File: config.mk
export PLATFORM = sky130hd
export DESIGN_NAME = keypad_entry
export DESIGN_NICKNAME = d
export VERILOG_FILES = /design/src/rtl/keypad_entry.sv
export SDC_FILE = /design/constraint.sdc
export NUM_CORES = 1
export LEC_CHECK = 0
export BUFFER_PORTS_ARGS = -buffer_cell sky130_fd_sc_hd__clkbuf_2
export CORE_MARGIN = 2
export CORE_UTILIZATION = 35
export DETAILED_ROUTE_END_ITERATION = 7
export GPL_ROUTABILITY_DRIVEN = 0
export PLACE_DENSITY = 0.55
export SLEW_MARGIN = 20
export SYNTH_ARGS = -nofsm -noshare
export SYNTH_HDL_FRONTEND = slang
export SYNTH_SLANG_ARGS = --single-unit
export TNS_END_PERCENT = 50
File: constraint.sdc
create_clock -name clk -period 2.27 [get_ports clk]
set_input_delay 0 -clock clk [delete_from_list [all_inputs] [get_ports clk]]
set_output_delay 0 -clock clk [all_outputs]
set_load 0.005 [all_outputs]
File: src/rtl/keypad_entry.sv
// keypad_entry: scans a 4x4 active-low matrix keypad, debounces press and
// release, strobes key_valid once per accepted press, and assembles up to
// four decimal digits into a 16-bit BCD code word (newest digit in [3:0]).
// Optional build macro: KEYPAD_AUTO_REPEAT_EN -- a held key re-strobes every
// REPEAT_CNT cycles and each repeat feeds the entry buffer like a new press.
module keypad_entry #(
  parameter int SCAN_DIV     = 1000,
  parameter int DEBOUNCE_CNT = 20000,
  parameter int REPEAT_CNT   = 5000000
) (
  input  logic        clk,
  input  logic        rst,
  output logic [3:0]  row,
  input  logic [3:0]  col,
  input  logic        clear,
  output logic        key_valid,
  output logic [3:0]  key_code,
  output logic [15:0] code,
  output logic [2:0]  digit_cnt,
  output logic        code_full
);

  localparam int DW = $clog2(SCAN_DIV);
  localparam int CW = $clog2(DEBOUNCE_CNT + 1);
  localparam int RW = $clog2(REPEAT_CNT + 1);

`ifdef KEYPAD_AUTO_REPEAT_EN
  localparam logic REPEAT_ON = 1'b1;
`else
  localparam logic REPEAT_ON = 1'b0;
`endif

  typedef enum logic [1:0] {
    ST_SCAN     = 2'd0,
    ST_DEBOUNCE = 2'd1,
    ST_HOLD     = 2'd2,
    ST_RELEASE  = 2'd3
  } state_t;

  state_t          state_r, state_s;
  logic [1:0]      ridx_r, ridx_s;
  logic [DW-1:0]   dwell_r, dwell_s;
  logic [CW-1:0]   cnt_r, cnt_s;
  logic [RW-1:0]   rep_r, rep_s;
  logic [3:0]      lcol_r, lcol_s;
  logic [3:0]      row_r;
  logic            key_valid_r, key_valid_s;
  logic [3:0]      key_code_r, key_code_s;
  logic [15:0]     code_r, code_s;
  logic [2:0]      digit_cnt_r, digit_cnt_s;
  logic            code_full_r;

  // True when exactly one column line is pulled low.
  function automatic logic single_low(input logic [3:0] c);
    logic hit;
    case (c)
      4'b1110, 4'b1101, 4'b1011, 4'b0111: hit = 1'b1;
      default:                            hit = 1'b0;
    endcase
    return hit;
  endfunction

  // Column index of the single low bit (only meaningful when single_low).
  function automatic logic [1:0] low_pos(input logic [3:0] c);
    logic [1:0] pos;
    case (c)
      4'b1110: pos = 2'd0;
      4'b1101: pos = 2'd1;
      4'b1011: pos = 2'd2;
      4'b0111: pos = 2'd3;
      default: pos = 2'd0;
    endcase
    return pos;
  endfunction

  // Physical key position to key code.
  function automatic logic [3:0] key_map(input logic [1:0] r, input logic [1:0] c);
    logic [3:0] k;
    case ({r, c})
      4'h0: k = 4'h1;  4'h1: k = 4'h2;  4'h2: k = 4'h3;  4'h3: k = 4'hA;
      4'h4: k = 4'h4;  4'h5: k = 4'h5;  4'h6: k = 4'h6;  4'h7: k = 4'hB;
      4'h8: k = 4'h7;  4'h9: k = 4'h8;  4'hA: k = 4'h9;  4'hB: k = 4'hC;
      4'hC: k = 4'hE;  4'hD: k = 4'h0;  4'hE: k = 4'hF;  4'hF: k = 4'hD;
      default: k = 4'h0;
    endcase
    return k;
  endfunction

  // Scan / debounce / hold / release next-state and strobe generation.
  always_comb begin
    state_s     = state_r;
    ridx_s      = ridx_r;
    dwell_s     = dwell_r;
    cnt_s       = cnt_r;
    rep_s       = rep_r;
    lcol_s      = lcol_r;
    key_valid_s = 1'b0;
    key_code_s  = key_code_r;
    case (state_r)
      ST_SCAN: begin
        if (dwell_r == DW'(SCAN_DIV - 1)) begin
          dwell_s = '0;
          if (single_low(col)) begin
            // keep driving this row while the press is qualified
            lcol_s  = col;
            cnt_s   = '0;
            state_s = ST_DEBOUNCE;
          end else begin
            ridx_s = ridx_r + 2'd1;
          end
        end else begin
          dwell_s = dwell_r + DW'(1);
        end
      end
      ST_DEBOUNCE: begin
        if (col != lcol_r) begin
          state_s = ST_SCAN;
          ridx_s  = ridx_r + 2'd1;
          dwell_s = '0;
        end else if (cnt_r == CW'(DEBOUNCE_CNT - 1)) begin
          key_valid_s = 1'b1;
          key_code_s  = key_map(ridx_r, low_pos(lcol_r));
          rep_s       = '0;
          state_s     = ST_HOLD;
        end else begin
          cnt_s = cnt_r + CW'(1);
        end
      end
      ST_HOLD: begin
        if (col == 4'hF) begin
          cnt_s   = '0;
          state_s = ST_RELEASE;
        end else if (REPEAT_ON && (rep_r == RW'(REPEAT_CNT - 1))) begin
          key_valid_s = 1'b1;
          rep_s       = '0;
        end else begin
          rep_s = rep_r + RW'(1);
        end
      end
      ST_RELEASE: begin
        if (col != 4'hF) begin
          cnt_s = '0;
        end else if (cnt_r == CW'(DEBOUNCE_CNT - 1)) begin
          state_s = ST_SCAN;
          ridx_s  = 2'd0;
          dwell_s = '0;
        end else begin
          cnt_s = cnt_r + CW'(1);
        end
      end
      default: begin
        state_s = ST_SCAN;
        ridx_s  = 2'd0;
        dwell_s = '0;
        cnt_s   = '0;
      end
    endcase
  end

  // Scanner state registers; row drive is registered from the next row index.
  always_ff @(posedge clk or negedge rst) begin
    if (!rst) begin
      state_r     <= ST_SCAN;
      ridx_r      <= 2'd0;
      dwell_r     <= '0;
      cnt_r       <= '0;
      rep_r       <= '0;
      lcol_r      <= 4'hF;
      row_r       <= 4'b1110;
      key_valid_r <= 1'b0;
      key_code_r  <= 4'h0;
    end else begin
      state_r     <= state_s;
      ridx_r      <= ridx_s;
      dwell_r     <= dwell_s;
      cnt_r       <= cnt_s;
      rep_r       <= rep_s;
      lcol_r      <= lcol_s;
      row_r       <= ~(4'b0001 << ridx_s);
      key_valid_r <= key_valid_s;
      key_code_r  <= key_code_s;
    end
  end

  // Entry buffer update: clear has priority over the key strobe.
  always_comb begin
    code_s      = code_r;
    digit_cnt_s = digit_cnt_r;
    if (clear) begin
      code_s      = 16'h0000;
      digit_cnt_s = 3'd0;
    end else if (key_valid_r) begin
      if (key_code_r <= 4'd9) begin
        if (digit_cnt_r < 3'd4) begin
          code_s      = {code_r[11:0], key_code_r};
          digit_cnt_s = digit_cnt_r + 3'd1;
        end else begin
          code_s      = code_r;
          digit_cnt_s = digit_cnt_r;
        end
      end else if (key_code_r == 4'hE) begin
        // backspace drops the newest digit
        code_s = {4'h0, code_r[15:4]};
        if (digit_cnt_r != 3'd0) begin
          digit_cnt_s = digit_cnt_r - 3'd1;
        end else begin
          digit_cnt_s = digit_cnt_r;
        end
      end else begin
        code_s      = code_r;
        digit_cnt_s = digit_cnt_r;
      end
    end else begin
      code_s      = code_r;
      digit_cnt_s = digit_cnt_r;
    end
  end

  // Entry buffer registers; code_full tracks the next digit count.
  always_ff @(posedge clk or negedge rst) begin
    if (!rst) begin
      code_r      <= 16'h0000;
      digit_cnt_r <= 3'd0;
      code_full_r <= 1'b0;
    end else begin
      code_r      <= code_s;
      digit_cnt_r <= digit_cnt_s;
      code_full_r <= (digit_cnt_s == 3'd4);
    end
  end

  assign row       = row_r;
  assign key_valid = key_valid_r;
  assign key_code  = key_code_r;
  assign code      = code_r;
  assign digit_cnt = digit_cnt_r;
  assign code_full = code_full_r;

endmodule

==> out/qor.csv <==
metric,value,unit
Worst-Margin Slew,0.509,ns
NumNets Final,434,
wire length per cell,14.5,microns
via count of the first global-routing pass,2870,
Worst path max stage delay,0.54,ns
TritonCTS clock tree,built,
largest net degree at the start of global routing,63,
initial antenna violation count,0,
Yosys top cell area share,38.1,%
Worst-path clk slew,0.07,ns
initial detailed-routing violation count,178,
CP endpoint kind,register,
Setup WS pre-CTS,-0.0394,ns
number of diodes,0,
final setup violation count,0,
Setup WS post-layout,0.0298,ns
H-tree levels,3,
final worst path period need,2.24,ns
largest family of logic cells by synthesized area,simple AND/OR/NAND/NOR gates,
cell breakdown of the critical path,"or4_4, or4_4, o31ai_4, o21ai_2, mux2_4",
final hold violations,0,
fraction of synthesized area in multiplexers,8.81,%
post-DP HPWL,5690,microns
Critical Path Source,cnt_r[7],
TNS Setup,0,ns
Hold Path Class,primary input to register,
Comb power frac,14.4,%
die area,0.0111,sq mm
pwr/cell area,645,mW/mm^2
Post-Syn Instances,368,
drt first pass iters,4,
register area share after synthesis,43.2,%
Placement Cell Area,0.00399,sq mm
GR Util All Layers,15.3,%
slowest CP cell,or4_4,
Die Ht,106,microns
Seq cells post-synth,62,
Worst EP arrival,2.46,ns
max_cap viols,0,
Ys Warns,0,
Synth Area in Compound Gates,17.8,%
sw frac,28.6,%
row cnt,37,
final slew viol count,0,
WP data required,2.49,ns
Via Count,2995,
Layout fillers,1020,
io pins,36,
CTS sink cnt,62,
R2R setup slack,0.03,ns
final period utilization,98.7,%
Lkg Pwr,1.94,nW
worst hold-check slack,0.0232,ns
Flop pwr share,50.6,%
status,completed,
number of port buffers,35,
Hold Crit Depth,2,
DRC viols,0,
"most used cell, CP",or4_4,
Initial Utilization,35.4,%
layout overhead on the synthesized area,17.0,%
clock buffer depth,2,
"Async S/R FF share, synth",100,%
CTS Buf Count,9,
Synth Area in Simple Gates,19.8,%
Area contributors post-synth,"dfrtp_1 38%, mux2i_1 5.3%, dfstp_2 5.1%",
crit path kind,register to register,
Peak VDD IR,0.000283,V
via density per instance,5.38,
highest clock rate,446,MHz
Root Buffer,clkbuf_8,
adder-cell share of the synthesized area,3.47,%
hold_sp,col[1],
net switching power,779,uW
R2R cell count,5,
Netlist Area Pre-Place,0.00361,sq mm
Synth Area in XOR/XNOR,1.94,%
Netlist cell types,65,
Syn Nets,385,
Pint,1.95,mW
worst reg2reg path startpoint,cnt_r[7],
crit start category,register,
total wire length,8080,microns
ANT nets after route,0,
Final Skew,0.00865,ns
cell taking the most area after synthesis,dfrtp_1,
design area,0.00422,sq mm
clock latency on the worst-skew pair,0.33,ns
ys flop type,dfrtp_1,
total gr overflow,0,
layout cells sized above 1,24.0,%
Max transition margin,65.9,%
Post-synth EDFFs,0,
RSZ-0062 raised after global routing,yes,
global-route wire length before repair,13800,microns
Clk pwr share,35.1,%
"Max FO, Critical Path",5,
Placeable Area,0.0102,sq mm
"Avg Cell Area, Syn",9.81,sq um
die width,106,microns
## registers in the layout, indices dropped and copies added, names as in the netlist, named ones only
register,flops
lcol_r,4
state_r,1
digit_cnt,3
code,16
ridx_r,2
dwell_r,10
key_valid,1
code_full,1
cnt_r,15
key_code,4
row,4
## metal layers
metal	vias to the layer above	global-route usage (%)	part of all wire (%)
li1	1464	-	-
met1	1451	20.3	48
met2	69	24.6	46
met3	11	3.40	4.1
met4	0	5.55	1.7
met5	-	0	0
## cell usage after synthesis, drive strengths merged (5+ instances only)
master   n
a211oi  11
a21oi    9
a31oi   21
and2     8
and3     7
and4     5
buf      5
clkbuf  15
dfrtp   55
dfstp    7
ha      10
inv     13
mux2     9
mux2i   19
nand2   34
nand3   11
nand4   12
nor2    29
o21ai   18
or3      5
xnor2    6
## timing repair
action / CTS / global route
hold endpoints to repair: 63 / 0
endpoints found under the setup margin: 7 / 14
buffers inserted: 0 / 2
hold buffers: 2 / 0
gates resized for setup: 1 / 2
pin swaps: 0 / 3
## power by group through the flow
stage	clock [mW]	combinational (mW)	sequential, mW
2_1_floorplan	0	0.314	1.34
3_3_place_gp	0	0.385	1.39
3_5_place_dp	0	0.396	1.39
4_1_cts	0.993	0.398	1.38
5_1_grt	1.05	0.457	1.40
6_report	0.955	0.392	1.38
## metrics by stage
step           utilization, %  std cells  power (mW)
2_1_floorplan               -        368        1.66
5_1_grt                  41.5        557        2.90
6_report                 41.5        557        2.73
3_3_place_gp             39.2        538        1.78
3_5_place_dp             39.2        538        1.79
4_1_cts                  41.3        555        2.77
## path summary, 6_finish.rpt
path                         endpoint
max in group asynchronous   lcol_r[3]
min in group asynchronous    code[10]
max reg2reg                dwell_r[0]
min                         lcol_r[1]
min reg2reg                  cnt_r[0]
max                        dwell_r[0]
## area by class of cell
class,count,area (sq um),share of cell area (%)
well taps,136,170,4.03
clock inverters,4,47.5,1.13
clock buffers,11,141,3.35
repair buffers,58,378,8.95
flip-flops and latches,62,1560,36.9
inverters,13,48.8,1.16
multi-input cells,273,1880,44.4
## layout by cell type, fill, tap and decap left out, drive strengths merged, types with 4 or more instances in the layout
master / netlist / layout
dfrtp: 55 / 55
clkbuf: 15 / 46
nand2: 34 / 34
nor2: 29 / 29
a31oi: 21 / 21
buf: 5 / 21
mux2i: 19 / 19
o21ai: 18 / 18
inv: 13 / 13
nand4: 12 / 12
nand3: 11 / 11
a211oi: 11 / 11
ha: 10 / 10
a21oi: 9 / 9
mux2: 9 / 9
and2: 8 / 8
dfstp: 7 / 7
and3: 7 / 7
xnor2: 6 / 6
and4: 5 / 5
or3: 5 / 5
o21ba: 4 / 4
nand2b: 4 / 4
## logic make-up (layout without fill, tap and decap cells)
group,Yosys count,count (layout)
buf+inv,33,86
compound gates,92,92
mux,29,29
simple gates,134,134
fa+ha+maj,10,10
flops,62,62
xor+xnor,8,8
## critical path, delay by kind of cell, from the launching register on
kind	cells	cell delay, ns
and+or+nand+nor	2	1.00
AOI/OAI and AO/OA	2	0.48
DFF	1	0.38
muxes	1	0.27
Note: power is estimated with default switching activity, not from simulation.
